[src/rtl/fetch_queue_unit.sv]
// fetch_queue_unit: pipelined instruction-fetch front end with a PC tag queue, an
// instruction FIFO and redirect flush. Define FETCH_PERF_COUNTERS_EN to add starve/stall counters.
module fetch_queue_unit #(
   parameter int               XLEN            = 64,
   parameter int               ILEN            = 32,
   parameter int               FIFO_DEPTH      = 4,
   parameter int               MAX_OUTSTANDING = 2,
   parameter logic [XLEN-1:0]  RESET_PC        = {XLEN{1'b0}}
) (
   input  logic             clk,
   input  logic             rst,
   input  logic             redirect_valid,
   input  logic [XLEN-1:0]  redirect_pc,
   output logic             imem_req_valid,
   input  logic             imem_req_ready,
   output logic [XLEN-1:0]  imem_req_addr,
   input  logic             imem_resp_valid,
   input  logic [ILEN-1:0]  imem_resp_data,
   output logic             out_valid,
   input  logic             out_ready,
   output logic [XLEN-1:0]  out_pc,
   output logic [ILEN-1:0]  out_instr
`ifdef FETCH_PERF_COUNTERS_EN
   ,
   output logic [31:0]      perf_starve_cycles,
   output logic [31:0]      perf_stall_cycles
`endif
);
   localparam int FPW = $clog2(FIFO_DEPTH);
   localparam int TPW = (MAX_OUTSTANDING > 1) ? $clog2(MAX_OUTSTANDING) : 1;
   localparam int CW  = $clog2(FIFO_DEPTH + MAX_OUTSTANDING + 1) + 2;

   logic [XLEN-1:0] fetch_pc_r;
   logic [XLEN-1:0] fifo_pc_r    [FIFO_DEPTH];
   logic [ILEN-1:0] fifo_instr_r [FIFO_DEPTH];
   logic [FPW-1:0]  fifo_rd_r;
   logic [FPW-1:0]  fifo_wr_r;
   logic [CW-1:0]   fifo_cnt_r;
   logic [CW-1:0]   outstanding_r;
   logic [CW-1:0]   drop_r;
   logic [XLEN-1:0] tag_pc_r [MAX_OUTSTANDING];
   logic [TPW-1:0]  tag_rd_r;
   logic [TPW-1:0]  tag_wr_r;

   logic            fire_s;
   logic            resp_any_s;
   logic            resp_take_s;
   logic            push_s;
   logic            pop_s;
   logic [CW-1:0]   credit_s;

   function automatic logic [TPW-1:0] tag_next(input logic [TPW-1:0] p);
      if (p == TPW'(MAX_OUTSTANDING - 1)) begin
         return {TPW{1'b0}};
      end else begin
         return p + TPW'(1'b1);
      end
   endfunction

   // Issue credit and handshake qualification, from registered state only.
   always_comb begin
      credit_s       = fifo_cnt_r + outstanding_r + drop_r;
      imem_req_valid = !rst && !redirect_valid
                       && (outstanding_r < CW'(MAX_OUTSTANDING))
                       && (credit_s < CW'(FIFO_DEPTH));
      imem_req_addr  = fetch_pc_r;
      fire_s         = imem_req_valid && imem_req_ready;
      // A response with nothing in flight (drop and outstanding both zero) is ignored.
      resp_any_s     = imem_resp_valid && ((drop_r != {CW{1'b0}}) || (outstanding_r != {CW{1'b0}}));
      resp_take_s    = imem_resp_valid && (drop_r == {CW{1'b0}}) && (outstanding_r != {CW{1'b0}});
      push_s         = resp_take_s && !redirect_valid;
      out_valid      = (fifo_cnt_r != {CW{1'b0}});
      pop_s          = out_valid && out_ready && !redirect_valid;
   end

   // Head of the instruction queue, forced to zero while the queue is empty.
   always_comb begin
      if (out_valid) begin
         out_pc    = fifo_pc_r[fifo_rd_r];
         out_instr = fifo_instr_r[fifo_rd_r];
      end else begin
         out_pc    = {XLEN{1'b0}};
         out_instr = {ILEN{1'b0}};
      end
   end

   // Fetch PC, in-flight accounting and the PC tag queue.
   always_ff @(posedge clk) begin
      if (rst) begin
         fetch_pc_r    <= RESET_PC;
         outstanding_r <= {CW{1'b0}};
         drop_r        <= {CW{1'b0}};
         tag_rd_r      <= {TPW{1'b0}};
         tag_wr_r      <= {TPW{1'b0}};
      end else if (redirect_valid) begin
         // Everything still in flight becomes a response to be discarded.
         fetch_pc_r    <= redirect_pc;
         drop_r        <= drop_r + outstanding_r - CW'(resp_any_s);
         outstanding_r <= {CW{1'b0}};
         tag_rd_r      <= {TPW{1'b0}};
         tag_wr_r      <= {TPW{1'b0}};
      end else begin
         if (fire_s) begin
            fetch_pc_r         <= fetch_pc_r + XLEN'(3'd4);
            tag_pc_r[tag_wr_r] <= fetch_pc_r;
            tag_wr_r           <= tag_next(tag_wr_r);
         end
         if (resp_take_s) begin
            tag_rd_r <= tag_next(tag_rd_r);
         end
         if (imem_resp_valid && (drop_r != {CW{1'b0}})) begin
            drop_r <= drop_r - CW'(1'b1);
         end
         outstanding_r <= outstanding_r + CW'(fire_s) - CW'(resp_take_s);
      end
   end

   // Instruction FIFO storage and pointers.
   always_ff @(posedge clk) begin
      if (rst || redirect_valid) begin
         fifo_rd_r  <= {FPW{1'b0}};
         fifo_wr_r  <= {FPW{1'b0}};
         fifo_cnt_r <= {CW{1'b0}};
      end else begin
         if (push_s) begin
            fifo_pc_r[fifo_wr_r]    <= tag_pc_r[tag_rd_r];
            fifo_instr_r[fifo_wr_r] <= imem_resp_data;
            fifo_wr_r               <= fifo_wr_r + FPW'(1'b1);
         end
         if (pop_s) begin
            fifo_rd_r <= fifo_rd_r + FPW'(1'b1);
         end
         fifo_cnt_r <= fifo_cnt_r + CW'(push_s) - CW'(pop_s);
      end
   end

`ifdef FETCH_PERF_COUNTERS_EN
   // Saturating starve/stall counters.
   always_ff @(posedge clk) begin
      if (rst) begin
         perf_starve_cycles <= 32'd0;
         perf_stall_cycles  <= 32'd0;
      end else begin
         if (out_ready && !out_valid && (perf_starve_cycles != {32{1'b1}})) begin
            perf_starve_cycles <= perf_starve_cycles + 32'd1;
         end
         if (imem_req_valid && !imem_req_ready && (perf_stall_cycles != {32{1'b1}})) begin
            perf_stall_cycles <= perf_stall_cycles + 32'd1;
         end
      end
   end
`endif

endmodule

[config.mk]
export PLATFORM = sky130hd
export DESIGN_NAME = fetch_queue_unit
export DESIGN_NICKNAME = d
export VERILOG_FILES = /design/src/rtl/fetch_queue_unit.sv
export SDC_FILE = /design/constraint.sdc
export NUM_CORES = 1
export LEC_CHECK = 0
export ABC_AREA = 1
export BUFFER_PORTS_ARGS = -buffer_cell sky130_fd_sc_hd__buf_2
export CORE_ASPECT_RATIO = 0.8
export CORE_MARGIN = 2
export CORE_UTILIZATION = 40
export CTS_BUF_LIST = sky130_fd_sc_hd__clkbuf_8
export DETAILED_ROUTE_END_ITERATION = 7
export PLACE_DENSITY = 0.66
export SYNTH_ARGS = -nofsm -noshare
export SYNTH_HDL_FRONTEND = slang
export SYNTH_SLANG_ARGS = --single-unit
[constraint.sdc]
create_clock -name clk -period 16 [get_ports clk]
set_clock_uncertainty 0.15 [all_clocks]
set_input_delay 2.4 -clock clk [delete_from_list [all_inputs] [get_ports clk]]
set_output_delay 2.4 -clock clk [all_outputs]
set_load 0.02 [all_outputs]
Word-level counts from Yosys, hierarchy flattened
Memory sizes are Yosys's and may differ from the RTL's. A register that Yosys moved wholly into a read port is not among the register bits.
Index checks and enable logic that the tools add are counted.
{"block": "classes", "div": 0, "reduce_logical": 22, "eq_ne": 0, "add_sub_neg": 14, "multipliers": 0, "mux": 21, "shifts": 0, "n_lt_le_gt_ge": 2, "bitwise_logic": 0}
{"cell": "2-to-1 mux 64 bit", "n": 3}
{"cell": "adder 64 x 3 -> 64 bit, second input constant", "n": 1}
{"cell": "2-to-1 mux 32 bit", "n": 1}
{"cell": "adder 5 bit", "n": 3}
{"cell": "nonzero test 5 bit", "n": 3}
{"cell": "subtractor 5 x 1 -> 5 bit", "n": 3}
{"cell": "logical AND 1 bit", "n": 11}
{"cell": "2-to-1 mux 1 bit", "n": 11}
{"cell": "adder 5 x 1 -> 5 bit", "n": 2}
{"cell": "2-to-1 mux 5 bit", "n": 2}
{"cell": "2-to-1 mux 2 bit", "n": 4}
{"cell": "zero test 5 bit", "n": 1}
{"cell": "less-than comparator 5 x 2 -> 1 bit, second input constant", "n": 1}
{"cell": "less-than comparator 5 x 3 -> 1 bit, second input constant", "n": 1}
{"cell": "subtractor 5 x 1 -> 5 bit, second input constant", "n": 1}
{"cell": "adder 2 x 1 -> 2 bit, second input constant", "n": 2}
{"cell": "nonzero test 2 bit", "n": 2}
{"cell": "adder 1 bit, second input constant", "n": 2}
{"cell": "zero test 1 bit", "n": 2}
{"cell": "logical OR 1 bit", "n": 2}
{"cell": "OR reduction 2 bit", "n": 1}
{"block": "totals", "out_inout_bits": 162, "wordCells": 70, "romBits": 0, "regBits": 85, "mem_bits_rw": 512, "latch_bits": 0, "input_bits": 102, "n_memories": 3}
{"name": "fifo_pc_r", "words": 4, "width": 64, "rd": 1, "rd_clocked_by_memory_dff": 1, "wr": 1, "line": "34", "text": "logic [XLEN-1:0] fifo_pc_r [FIFO_DEPTH];"}
{"name": "fifo_instr_r", "words": 4, "width": 32, "rd": 1, "rd_clocked_by_memory_dff": 1, "wr": 1, "line": "35", "text": "logic [ILEN-1:0] fifo_instr_r [FIFO_DEPTH];"}
{"name": "tag_pc_r", "words": 2, "width": 64, "rd": 1, "rd_clocked_by_memory_dff": 1, "wr": 1, "line": "41", "text": "logic [XLEN-1:0] tag_pc_r [MAX_OUTSTANDING];"}

Depth between registers and ports, before layout
{"block": "logic_depth", "ltp_word": 9, "mapped_depth": 19, "mapped_depth_nobuf": 18}

Least setup slack after synthesis
No wires, ideal clock.
{"block": "synth_timing", "kind": "input port to flip-flop", "from": "in imem_resp_valid", "to": "mem fifo_instr_r[0][0] (enable)", "path_buffers": 0, "cell_stages": 4, "setup_slack_ns": 8.392, "setup_time_ns": 0.552, "arrival_ns": 6.906, "required_ns": 15.298, "cell_sequence": "o31ai_1 > nor2_1 > nand2_1 > nor2_1"}
{"block": "synth_between", "elab_chain_len": 6}
{"item": "start: declaration", "line": "17", "text": "input logic imem_resp_valid,"}
{"item": "logical AND 1 bit (2 in series)", "line": "70", "text": "resp_take_s = imem_resp_valid && (drop_r == {CW{1'b0}}) && (outstanding_r != {CW{1'b0}});"}
{"item": "via resp_take_s", "line": "47", "text": "logic resp_take_s;"}
{"item": "logical AND 1 bit", "line": "71", "text": "push_s = resp_take_s && !redirect_valid;"}
{"item": "2-to-1 mux 1 bit", "line": "125", "text": "if (push_s) begin"}
{"item": "2-to-1 mux 1 bit", "line": "120", "text": "if (rst || redirect_valid) begin"}
{"item": "2-to-1 mux 1 bit (not written as such)", "line": "127", "text": "fifo_instr_r[fifo_wr_r] <= imem_resp_data;"}
{"item": "end: declaration", "line": "35"}
The timed path passes the listed nets, and every way through them passes these cells.

Worst setup path after layout
{"block": "layout_timing", "from": "in redirect_valid", "to": "out imem_req_valid"}
{"block": "layout_between", "elab_chain_len": 4}
{"item": "start: declaration", "line": "12", "text": "input logic redirect_valid,"}
{"item": "zero test 1 bit", "line": "63", "text": "imem_req_valid = !rst && !redirect_valid"}
{"item": "logical AND 1 bit", "line": "63"}
{"item": "logical AND 1 bit", "line": "64", "text": "&& (outstanding_r < CW'(MAX_OUTSTANDING))"}
{"item": "logical AND 1 bit", "line": "65", "text": "&& (credit_s < CW'(FIFO_DEPTH));"}
{"item": "end: declaration", "line": "14", "text": "output logic imem_req_valid,"}
Every way passes these cells.

==> results.sh <==
export IMPL_ys_warn_count=0
export IMPL_dp_slack_ns=9.49
export IMPL_cts_hold_fix_buffers=0
export IMPL_placedCellCount=3521
export IMPL_num_nets_final=2910
export IMPL_grt_pass1_vias=18399
export IMPL_cp_required_ns=13.45
export IMPL_largest_net_degree_at_the_start_of_global_routing=108
export IMPL_synth_cell_type_count=42
export IMPL_cts_root_buffer_cell="sky130_fd_sc_hd__clkbuf_8"
export IMPL_worstSetupStartpointType="primary input"
export IMPL_slowest_delay_ns=0.39
export IMPL_share_of_power_burned_in_registers_pct=52.5
export IMPL_synthesis_nets=2642
export IMPL_areaGrowthSynthToFinish_pct=15.0
export IMPL_p_comb_share_pct=11.5
export IMPL_htree_num_levels=3
export IMPL_initial_core_util_pct=40.7
export IMPL_cell_chain_of_the_critical_path="buf_2 > buf_4 > nor2_4 > o211ai_1 > nor2_2 > nand3_1 > inv_1 > buf_2"
export IMPL_hold_violations=0
export IMPL_critical_path_top_delay_family="buffers and inverters"
export IMPL_cts_tree="yes"
export IMPL_maxSlewHeadroom_pct=28.5
export IMPL_dominantRegCellSynth="sky130_fd_sc_hd__edfxtp_1"
export IMPL_ys_async_sr_fraction_pct=0
export IMPL_drtIter0Drc=1657
export IMPL_numClockSinks=600
export IMPL_post_cts_repair_setup_buffers=0
export IMPL_grt_overflow=0
export IMPL_drt_wl_total_um=74100
export IMPL_track_usage_pct=21.6
export IMPL_die_height_um=233
export IMPL_path_common_cell="sky130_fd_sc_hd__buf_2"
export IMPL_row_count=83
export IMPL_clock_insertion_delay_worst_skew_ns=0.71
export IMPL_timing_fmax_mhz=154
export IMPL_drc=0
export IMPL_post_synth_instance_area_mm2=0.0262
export IMPL_min_clock_period_post_route_ns=6.50
export IMPL_ys_seq_area_share_pct=65.3
export IMPL_mostFrequentLayoutCells="551 x sky130_fd_sc_hd__nor2_1, 512 x sky130_fd_sc_hd__edfxtp_1, 406 x sky130_fd_sc_hd__nand2_1, 263 x sky130_fd_sc_hd__buf_2, 222 x sky130_fd_sc_hd__o21ai_0"
export IMPL_critPathArrivalTime_ns=3.95
export IMPL_number_of_enable_flip_flop_cells_after_synthesis=512
export IMPL_fin_util_pct=46.8
export IMPL_filler_cell_count=5931
export IMPL_die_w_um=290
export IMPL_numPortBuffers=263
export IMPL_leakage_nw=11.4
export IMPL_setup_viol=0
export IMPL_worstMarginPinSlew_ns=1.07
export IMPL_min_period_over_period_pct=40.7
export IMPL_timing_setup_critical_path_class="primary input to output port"
export IMPL_detailedRoute_firstPassIterationCount=6
export IMPL_cts_clk_slew_worst_paths_ns=0.06
export IMPL_hpwl_after_detailed_placement_um=47200
export IMPL_post_cts_resized=0
export IMPL_syn_area_per_cell_um2=10.5
export IMPL_drt_vias_per_instance=5.21
export IMPL_initial_antenna_violation_count=2
export IMPL_cts_max_path_buffers=3
export IMPL_outcome="finished clean"
export IMPL_critical_path_slowest_cell="sky130_fd_sc_hd__nor2_4"
export IMPL_finalWeightedCongestion=0.938
export IMPL_power_per_cell_area_mw_per_mm2=113
export IMPL_layout_setup_ws_ns=9.50
export IMPL_switching_power_w=0.000941
export IMPL_ys_seq_elements=600
export IMPL_design_die_area_mm2=0.0677
export IMPL_critical_path_peak_fanout=80
export IMPL_grt_first_pass_wirelength_um=111000
export IMPL_ir_drop_uv=57.5
export IMPL_grt_setup_unrepaired="no"
export IMPL_drive_gt1_share_pct=17.9
export IMPL_instances_no_fill=3697
export IMPL_max_cap_viol_count=0
export IMPL_final_common_cell="sky130_fd_sc_hd__nor2_1"
export IMPL_worstSetupEndpointType="output port"
export IMPL_timing_setup_tns_ns=0
export IMPL_cts_made_buffers=96
export IMPL_vias=19262
export IMPL_core_mm2=0.0645
export IMPL_timing_critical_path_buf_inv=4
export IMPL_hold_class="flop to flop"
export IMPL_syn_inst=2501
export IMPL_clock_power_share_pct=36.0
export IMPL_final_max_slew_viol_count=0
export IMPL_internal_power_w=0.00247
export IMPL_final_antenna_net_count=0
export IMPL_io_pins=264
export IMPL_drt_wirelength_per_cell_um=20.1
export IMPL_power_share_switching_pct=27.6
synthesized netlist by cell type, types with 14 or more instances:
cell type / instances / area (µm²)
sky130_fd_sc_hd__buf_1: 29 / 109
sky130_fd_sc_hd__buf_2: 14 / 70.1
sky130_fd_sc_hd__o21ai_0: 222 / 1110
sky130_fd_sc_hd__edfxtp_1: 512 / 15400
sky130_fd_sc_hd__nor2_1: 556 / 2090
sky130_fd_sc_hd__xnor2_1: 17 / 149
sky130_fd_sc_hd__inv_1: 114 / 428
sky130_fd_sc_hd__nand4_1: 21 / 131
sky130_fd_sc_hd__nand2_1: 406 / 1520
sky130_fd_sc_hd__mux2_2: 64 / 721
sky130_fd_sc_hd__ha_1: 32 / 400
sky130_fd_sc_hd__a21oi_1: 142 / 711
sky130_fd_sc_hd__nand3_1: 114 / 571
sky130_fd_sc_hd__xor2_1: 17 / 149
sky130_fd_sc_hd__dfxtp_1: 88 / 1760
sky130_fd_sc_hd__clkbuf_1: 71 / 267
cell families after synthesis:
group                      after synthesis  synth area share (%)
and+or+nand+nor                       1139                  17.7
DFF                                    600                  65.3
AOI/OAI and AO/OA                      386                  7.46
buffers and inverters                  239                  3.54
muxes                                   64                  2.75
adders and majority gates               39                  2.06
xor gates and xnor gates                34                  1.14
registers in the layout (all words and copies together) (netlist names), named ones only:
name	flops
fifo_pc_r	256
fifo_instr_r	128
tag_pc_r	128
imem_req_addr	64
drop_r	5
fifo_cnt_r	5
outstanding_r	5
fifo_rd_r	2
fifo_wr_r	2
tag_rd_r	1
tag_wr_r	1
routing by layer:
metal	vias to the layer above	track usage, %	share of wire (%)
li1	9112	-	-
met3	117	3.93	7.7
met2	789	34.7	46
met1	9244	30.0	44
met5	-	0	0
met4	0	6.54	2.4
layout make-up:
| class | count | area, µm² | area share (%) |
|---|---|---|---|
| multi-input cells | 1662 | 8210 | 27.2 |
| clock inverters | 78 | 443 | 1.47 |
| clock buffers | 97 | 1340 | 4.43 |
| diodes | 1 | 2.50 | 0.00830 |
| inverters | 122 | 463 | 1.54 |
| repair buffers | 287 | 1500 | 4.96 |
| flip-flops and latches | 600 | 17100 | 56.8 |
| well taps | 850 | 1060 | 3.53 |
power groups by stage:
| stage | logic, W | registers [W] | clock network, W |
|---|---|---|---|
| after floorplan | 0.000240 | 0.00181 | 0 |
| after global placement | 0.000385 | 0.00182 | 0 |
| after detailed placement | 0.000391 | 0.00182 | 0 |
| after CTS | 0.000393 | 0.00179 | 0.00126 |
| after global routing | 0.000431 | 0.00179 | 0.00132 |
| final | 0.000392 | 0.00179 | 0.00123 |
per-stage QoR:
stage | total power, W | cell area [µm²] | hold slack (ns)
2_1_floorplan | 0.00205 | 26200 | 0.286
3_3_place_gp | 0.00220 | 28400 | 0.298
3_5_place_dp | 0.00221 | 28400 | 0.305
4_1_cts | 0.00344 | 30200 | 0.321
5_1_grt | 0.00354 | 30200 | 0.360
6_report | 0.00341 | 30200 | 0.320
final timing paths:
check            startpoint               to  slack, ns  cells past startpoint
max          redirect_valid   imem_req_valid       9.50                      8
min            fifo_rd_r[1]             flop       0.32                      2
max reg2reg   fifo_cnt_r[1]  tag_pc_r[1][45]      11.87                     10
min reg2reg    fifo_rd_r[1]             flop       0.32                      2
worst min-delay path, cell delays in order, from the launching register on:
cell and delay (ns):
sky130_fd_sc_hd__dfxtp_1 0.30, sky130_fd_sc_hd__inv_1 0.06, sky130_fd_sc_hd__a21oi_1 0.07
(Power assumes the default switching activity.)
